--- src/rtl/matrix_input_module.sv ---
// Oversampling receiver for the multi-lane SPI stream and the 74HC595-style
// column-select interface; emits per-lane words tagged with the latched column.
module matrix_input_module #(
  parameter int CHANNEL_NUMBER = 3,
  parameter int SPI_SIZE       = 8,
  parameter int MSB_FIRST      = 1,
  parameter int COLUMN_NUMBER  = 16,
  parameter int SYNC_STAGES    = 2,
  parameter int TIMEOUT_CYCLES = 64
) (
  input  logic                              I_clk,
  input  logic                              I_rst_n,
  input  logic                              I_spi_clk,
  input  logic [CHANNEL_NUMBER-1:0]         I_spi_mosi,
  input  logic                              I_ser_clk,
  input  logic                              I_ser_data,
  input  logic                              I_ser_stcp,
  input  logic                              I_ser_n_enable,
  output logic [SPI_SIZE-1:0]               O_data [CHANNEL_NUMBER],
  output logic                              O_data_valid,
  output logic [$clog2(COLUMN_NUMBER)-1:0]  O_data_column,
  output logic [$clog2(COLUMN_NUMBER)-1:0]  O_column,
  output logic                              O_column_valid,
  output logic                              O_column_strobe,
  output logic                              O_extra_bit,
  output logic                              O_frame_error
);

  localparam int COL_W = $clog2(COLUMN_NUMBER);
  localparam int CNT_W = $clog2(SPI_SIZE + 1);
  localparam int TMO_W = $clog2(TIMEOUT_CYCLES + 1);
  localparam int IN_W  = CHANNEL_NUMBER + 5;

  localparam logic [CNT_W-1:0] LAST_BIT = CNT_W'(SPI_SIZE - 1);
  localparam logic [TMO_W-1:0] TMO_MAX  = TMO_W'(TIMEOUT_CYCLES);
  localparam logic [TMO_W-1:0] TMO_LAST = TMO_W'(TIMEOUT_CYCLES - 1);

  // Every input shares one synchroniser chain so lane-to-clock alignment survives.
  logic [IN_W-1:0] raw_in;
  logic [IN_W-1:0] sync_q [SYNC_STAGES];
  logic [IN_W-1:0] synced;

  assign raw_in = {I_ser_n_enable, I_ser_stcp, I_ser_data, I_ser_clk, I_spi_mosi, I_spi_clk};
  assign synced = sync_q[SYNC_STAGES-1];

  always_ff @(posedge I_clk or posedge I_rst_n) begin
    if (I_rst_n) begin
      for (int i = 0; i < SYNC_STAGES; i++) sync_q[i] <= '0;
    end else begin
      sync_q[0] <= raw_in;
      for (int i = 1; i < SYNC_STAGES; i++) sync_q[i] <= sync_q[i-1];
    end
  end

  logic                      spi_clk_s, ser_clk_s, ser_data_s, stcp_s, n_enable_s;
  logic [CHANNEL_NUMBER-1:0] mosi_s;
  logic                      spi_clk_d, ser_clk_d, stcp_d;
  logic                      spi_edge, ser_edge, stcp_edge;

  assign spi_clk_s  = synced[0];
  assign mosi_s     = synced[CHANNEL_NUMBER:1];
  assign ser_clk_s  = synced[CHANNEL_NUMBER+1];
  assign ser_data_s = synced[CHANNEL_NUMBER+2];
  assign stcp_s     = synced[CHANNEL_NUMBER+3];
  assign n_enable_s = synced[CHANNEL_NUMBER+4];

  assign spi_edge  = spi_clk_s & ~spi_clk_d;
  assign ser_edge  = ser_clk_s & ~ser_clk_d;
  assign stcp_edge = stcp_s & ~stcp_d;

  always_ff @(posedge I_clk or posedge I_rst_n) begin
    if (I_rst_n) begin
      spi_clk_d <= 1'b0;
      ser_clk_d <= 1'b0;
      stcp_d    <= 1'b0;
    end else begin
      spi_clk_d <= spi_clk_s;
      ser_clk_d <= ser_clk_s;
      stcp_d    <= stcp_s;
    end
  end

  logic [SPI_SIZE-1:0] shreg [CHANNEL_NUMBER];
  logic [CNT_W-1:0]    bit_cnt;
  logic [TMO_W-1:0]    tmo_cnt;
  logic                word_done;
  logic [COL_W-1:0]    done_column;

  // The column is captured on the final edge itself, so a coincident stcp
  // edge (which updates O_column in that same cycle) cannot leak into the tag.
  always_ff @(posedge I_clk or posedge I_rst_n) begin
    if (I_rst_n) begin
      for (int c = 0; c < CHANNEL_NUMBER; c++) begin
        shreg[c]  <= '0;
        O_data[c] <= '0;
      end
      bit_cnt       <= '0;
      tmo_cnt       <= '0;
      word_done     <= 1'b0;
      done_column   <= '0;
      O_data_valid  <= 1'b0;
      O_data_column <= '0;
      O_frame_error <= 1'b0;
    end else begin
      word_done     <= 1'b0;
      O_data_valid  <= 1'b0;
      O_frame_error <= 1'b0;
      if (spi_edge) begin
        for (int c = 0; c < CHANNEL_NUMBER; c++) begin
          if (MSB_FIRST != 0) shreg[c] <= {shreg[c][SPI_SIZE-2:0], mosi_s[c]};
          else                shreg[c] <= {mosi_s[c], shreg[c][SPI_SIZE-1:1]};
        end
        tmo_cnt <= '0;
        if (bit_cnt == LAST_BIT) begin
          bit_cnt     <= '0;
          word_done   <= 1'b1;
          done_column <= O_column;
        end else begin
          bit_cnt <= bit_cnt + CNT_W'(1);
        end
      end else if (bit_cnt != '0 && tmo_cnt != TMO_MAX) begin
        tmo_cnt <= tmo_cnt + TMO_W'(1);
        if (tmo_cnt == TMO_LAST) begin
          bit_cnt       <= '0;
          O_frame_error <= 1'b1;
        end
      end
      if (word_done) begin
        O_data        <= shreg;
        O_data_valid  <= 1'b1;
        O_data_column <= done_column;
      end
    end
  end

  function automatic logic is_onehot(input logic [COLUMN_NUMBER-1:0] v);
    return (v != '0) && ((v & (v - COLUMN_NUMBER'(1))) == '0);
  endfunction

  function automatic logic [COL_W-1:0] onehot_index(input logic [COLUMN_NUMBER-1:0] v);
    logic [COL_W-1:0] idx;
    idx = '0;
    for (int i = 0; i < COLUMN_NUMBER; i++) if (v[i]) idx = COL_W'(i);
    return idx;
  endfunction

  logic [COLUMN_NUMBER:0] sr;
  logic [COLUMN_NUMBER:0] storage;

  assign O_extra_bit = storage[COLUMN_NUMBER];

  // Decode straight from sr on a latch so the strobe and new column coincide.
  always_ff @(posedge I_clk or posedge I_rst_n) begin
    if (I_rst_n) begin
      sr              <= '0;
      storage         <= '0;
      O_column        <= '0;
      O_column_valid  <= 1'b0;
      O_column_strobe <= 1'b0;
    end else begin
      O_column_strobe <= stcp_edge;
      if (ser_edge) sr <= {sr[COLUMN_NUMBER-1:0], ser_data_s};
      if (stcp_edge) begin
        storage <= sr;
        if (is_onehot(sr[COLUMN_NUMBER-1:0])) O_column <= onehot_index(sr[COLUMN_NUMBER-1:0]);
      end
      O_column_valid <= is_onehot(stcp_edge ? sr[COLUMN_NUMBER-1:0] : storage[COLUMN_NUMBER-1:0])
                        && !n_enable_s;
    end
  end

endmodule

--- config.mk ---
export PLATFORM = sky130hd
export DESIGN_NAME = matrix_input_module
export DESIGN_NICKNAME = d
export VERILOG_FILES = /design/src/rtl/matrix_input_module.sv
export SDC_FILE = /design/constraint.sdc
export NUM_CORES = 1
export LEC_CHECK = 0
export ABC_AREA = 1
export ABC_CLOCK_PERIOD_IN_PS = 10210
export CAP_MARGIN = 25
export CELL_PAD_IN_SITES_DETAIL_PLACEMENT = 1
export CELL_PAD_IN_SITES_GLOBAL_PLACEMENT = 1
export CORE_ASPECT_RATIO = 1.25
export CORE_UTILIZATION = 49
export CTS_BUF_LIST = sky130_fd_sc_hd__clkbuf_4 sky130_fd_sc_hd__clkbuf_8
export DETAILED_ROUTE_END_ITERATION = 12
export GPL_TIMING_DRIVEN = 0
export PLACE_DENSITY = 0.85
export SYNTH_ARGS = -nofsm -noshare
export SYNTH_HDL_FRONTEND = slang
export SYNTH_SLANG_ARGS = --single-unit
export TNS_END_PERCENT = 20
--- constraint.sdc ---
create_clock -name I_clk -period 10.21 [get_ports I_clk]
set_input_delay 1.5315 -clock I_clk [delete_from_list [all_inputs] [get_ports I_clk]]
set_output_delay 1.5315 -clock I_clk [all_outputs]
set_load 0.01 [all_outputs]
==> results.md <==
* Outcome: complete, no violations
* Row count at 42
* Bufs and invs on worst path at 1
* Leakage dissipation at 0.00311 uW
* I/O pins at 47
* Sequential cell area fraction in the yosys report at 60.4%
* Most common cell after layout, fill and taps aside: nand2_1
* Largest area contributor in the netlist: dfrtp_1
* Critical path's slowest cell: clkdlybuf4s50_1
* GRT Util Overall at 27.4%
* Design Area, Final at 0.00645 mm2
* Die Ht at 119 um
* Cells after synthesis at 593
* Setup violators final at 0
* Core ar. at 0.0106 mm2
* Clock skew at 0.0121 ns
* Antenna fix cells at 0
* H-tree level count at 4
* CP Capture Type: output port
* Net count, final at 673
* Warnings, synthesis at 0
* Startpoint class of the critical path: register
* Drt total wl at 13700 um
* Hold_buf cts at 0
* Number of library cell types mapped by synthesis at 28
* Final Cycle Share at 29.0%
* Drt pass-1 iters at 4
* Final hold violations at 0
* Clock Sinks at 129
* Final GP Congestion at 0.805
* Final Max Tran Viols at 0
* Post-route minimum period at 2.96 ns
* Vias in the first global route at 4660
* Crit path max-delay family: buffers and inverters
* Drt via density at 5.26
* HPWL after DPL at 9610 um
* Pwr per Cell Area at 241 mW/mm2
* Power after layout at 1550 uW
* Cts bufs inserted at 17
* RSZ-0062 raised after global routing: false
* Cts repair resizes at 0
* Critical path data arrival time at 1.43 ns
* Setup_tns at 0 ns
* WP depth at 1
* Tightest Pin Transition at 0.580 ns
* Final ANT Viol Nets at 0
* Area contributors post-synth: dfrtp_1, nand2_1, inv_1, o21ai_0, nor2_1
* Worst-path clk slew at 0.08 ns
* Pin count of the biggest net entering global routing at 84
* Worst Hold Depth at 0
* Area delta synth->final at 20.6%
* Slew margin rel. at 61.3%
* Max Fanout on Critical Path at 2
* Wire per inst at 17.0 um
* CP Cell Sequence: clkdlybuf4s50_1
* Grt ovf at 0
* CP peak stage delay at 0.56 ns
* Bufs on Longest Clock Path at 2
* Initial antenna violation count at 0
* Global-route wire length before repair at 23100 um
* WP data required at 8.68 ns
* Worst min path class: reg2reg
* Cell Area, Placed at 0.00601 mm2
* Maxcap violations at 0
* Synthesis-stage register bit count at 129
* Mean post-synth cell area at 9.02 um2
* VDD IR max at 0.100 mV
* Most frequent cells in the layout: nand2_1, dfrtp_1, inv_1
* Die area at 0.0113 mm2
* Drt first-iter violations at 124
* Setup Buffers After CTS at 0
* Die X at 95.5 um
* Residual DRC at 0
* Maximum clock frequency at 337 MHz
* Post-synthesis instance area at 0.00535 mm2
* Top cell type's share of synthesized area at 60.4%
* Initial Utilization at 50.4%
* PortBufs at 46
* Filler Cells Inserted at 1224
* Root Buffer Master: clkbuf_8
* CTS tree: done
* Vias at 4232
* Clock Latency Late Sink at 0.45 ns
* Share of cells above drive strength 1 at 10.3%
* Fin util at 60.8%
* CP Class: reg2out
* Worst-case reg-to-reg path depth at 10
* Syn Nets at 607
[synth_stat cells]
| cell | count |
|---|---|
| nand3_2 | 1 |
| nand2_4 | 1 |
| o21ai_0 | 57 |
| nor2_2 | 4 |
| a31oi_1 | 1 |
| nor3_1 | 5 |
| a211oi_1 | 1 |
| nand2_2 | 5 |
| nor2_1 | 60 |
| o21ai_1 | 13 |
| nor2_4 | 2 |
| nand3_1 | 12 |
| o22ai_1 | 2 |
| buf_2 | 1 |
| inv_2 | 5 |
| ha_1 | 4 |
| a21boi_0 | 2 |
| nand3b_1 | 2 |
| nand2_1 | 134 |
| mux2_2 | 7 |
| buf_6 | 2 |
| nand4_1 | 5 |
| dfrtp_1 | 129 |
| clkbuf_1 | 12 |
| o21ai_2 | 7 |
| buf_1 | 2 |
| inv_1 | 84 |
| a21oi_1 | 33 |
[state kept, by name (all words and copies together), names as in the netlist, 4 cells and up]
name	cells
O_column	4
sync_q	8
O_data_column	4
done_column	4
sr	17
shreg	24
bit_cnt	4
synced	8
O_data	24
tmo_cnt	7
storage	17
[cell families (layout without fill, tap and decap cells)]
group	count (synthesis)	in the layout	share of synthesized area [%]
DFF	129	129	60.4
adders and majority gates	4	4	0.936
and+or+nand+nor	231	231	17.9
muxes	7	7	1.47
AOI/OAI and AO/OA	116	116	11.6
buffers and inverters	106	185	7.74
[path summary, 6_finish.rpt]
path                             from  slack, ns          end
setup reg to reg           bit_cnt[0]       7.92   bit_cnt[1]
max in group asynchronous     I_rst_n       7.98  O_column[2]
hold / removal              sync_q[9]       0.35    synced[1]
min in group asynchronous     I_rst_n       1.49       stcp_d
setup / recovery           O_data[14]       7.25   O_data[14]
hold reg to reg             sync_q[9]       0.35    synced[1]
[report_power, final]
part	switching (uW)	leakage [uW]	internal, uW	total [uW]
clock	200	0.000214	279	479
combinational	232	0.00122	156	387
sequential	74.7	0.00167	610	685
[layout make-up]
class	instances	area, um2	area share [%]
Sequential cell	129	3230	50.0
Multi-Input combinational cell	358	1710	26.5
Timing Repair Buffer	47	488	7.57
Inverter	89	339	5.26
Clock buffer	24	318	4.93
Tap cell	132	165	2.56
Clock inverter	8	125	1.94
Buffer	17	80.1	1.24
[per-layer routing]
layer  track usage [%]  share of wire (%)
met5                 0                  0
met4              12.6                3.3
met3              5.75                2.7
met2              50.0                 56
met1              29.6                 38
[per-stage QoR]
stage                     instances  worst slack [ns]  hold slack (ns)
after floorplan                 593              5.24            0.331
after global placement          771              3.56            0.332
after detailed placement        772              7.48            0.336
after CTS                       804              7.24            0.351
after global routing            804              7.21            0.356
final                           804              7.25            0.348
(Power assumes the default switching activity.)
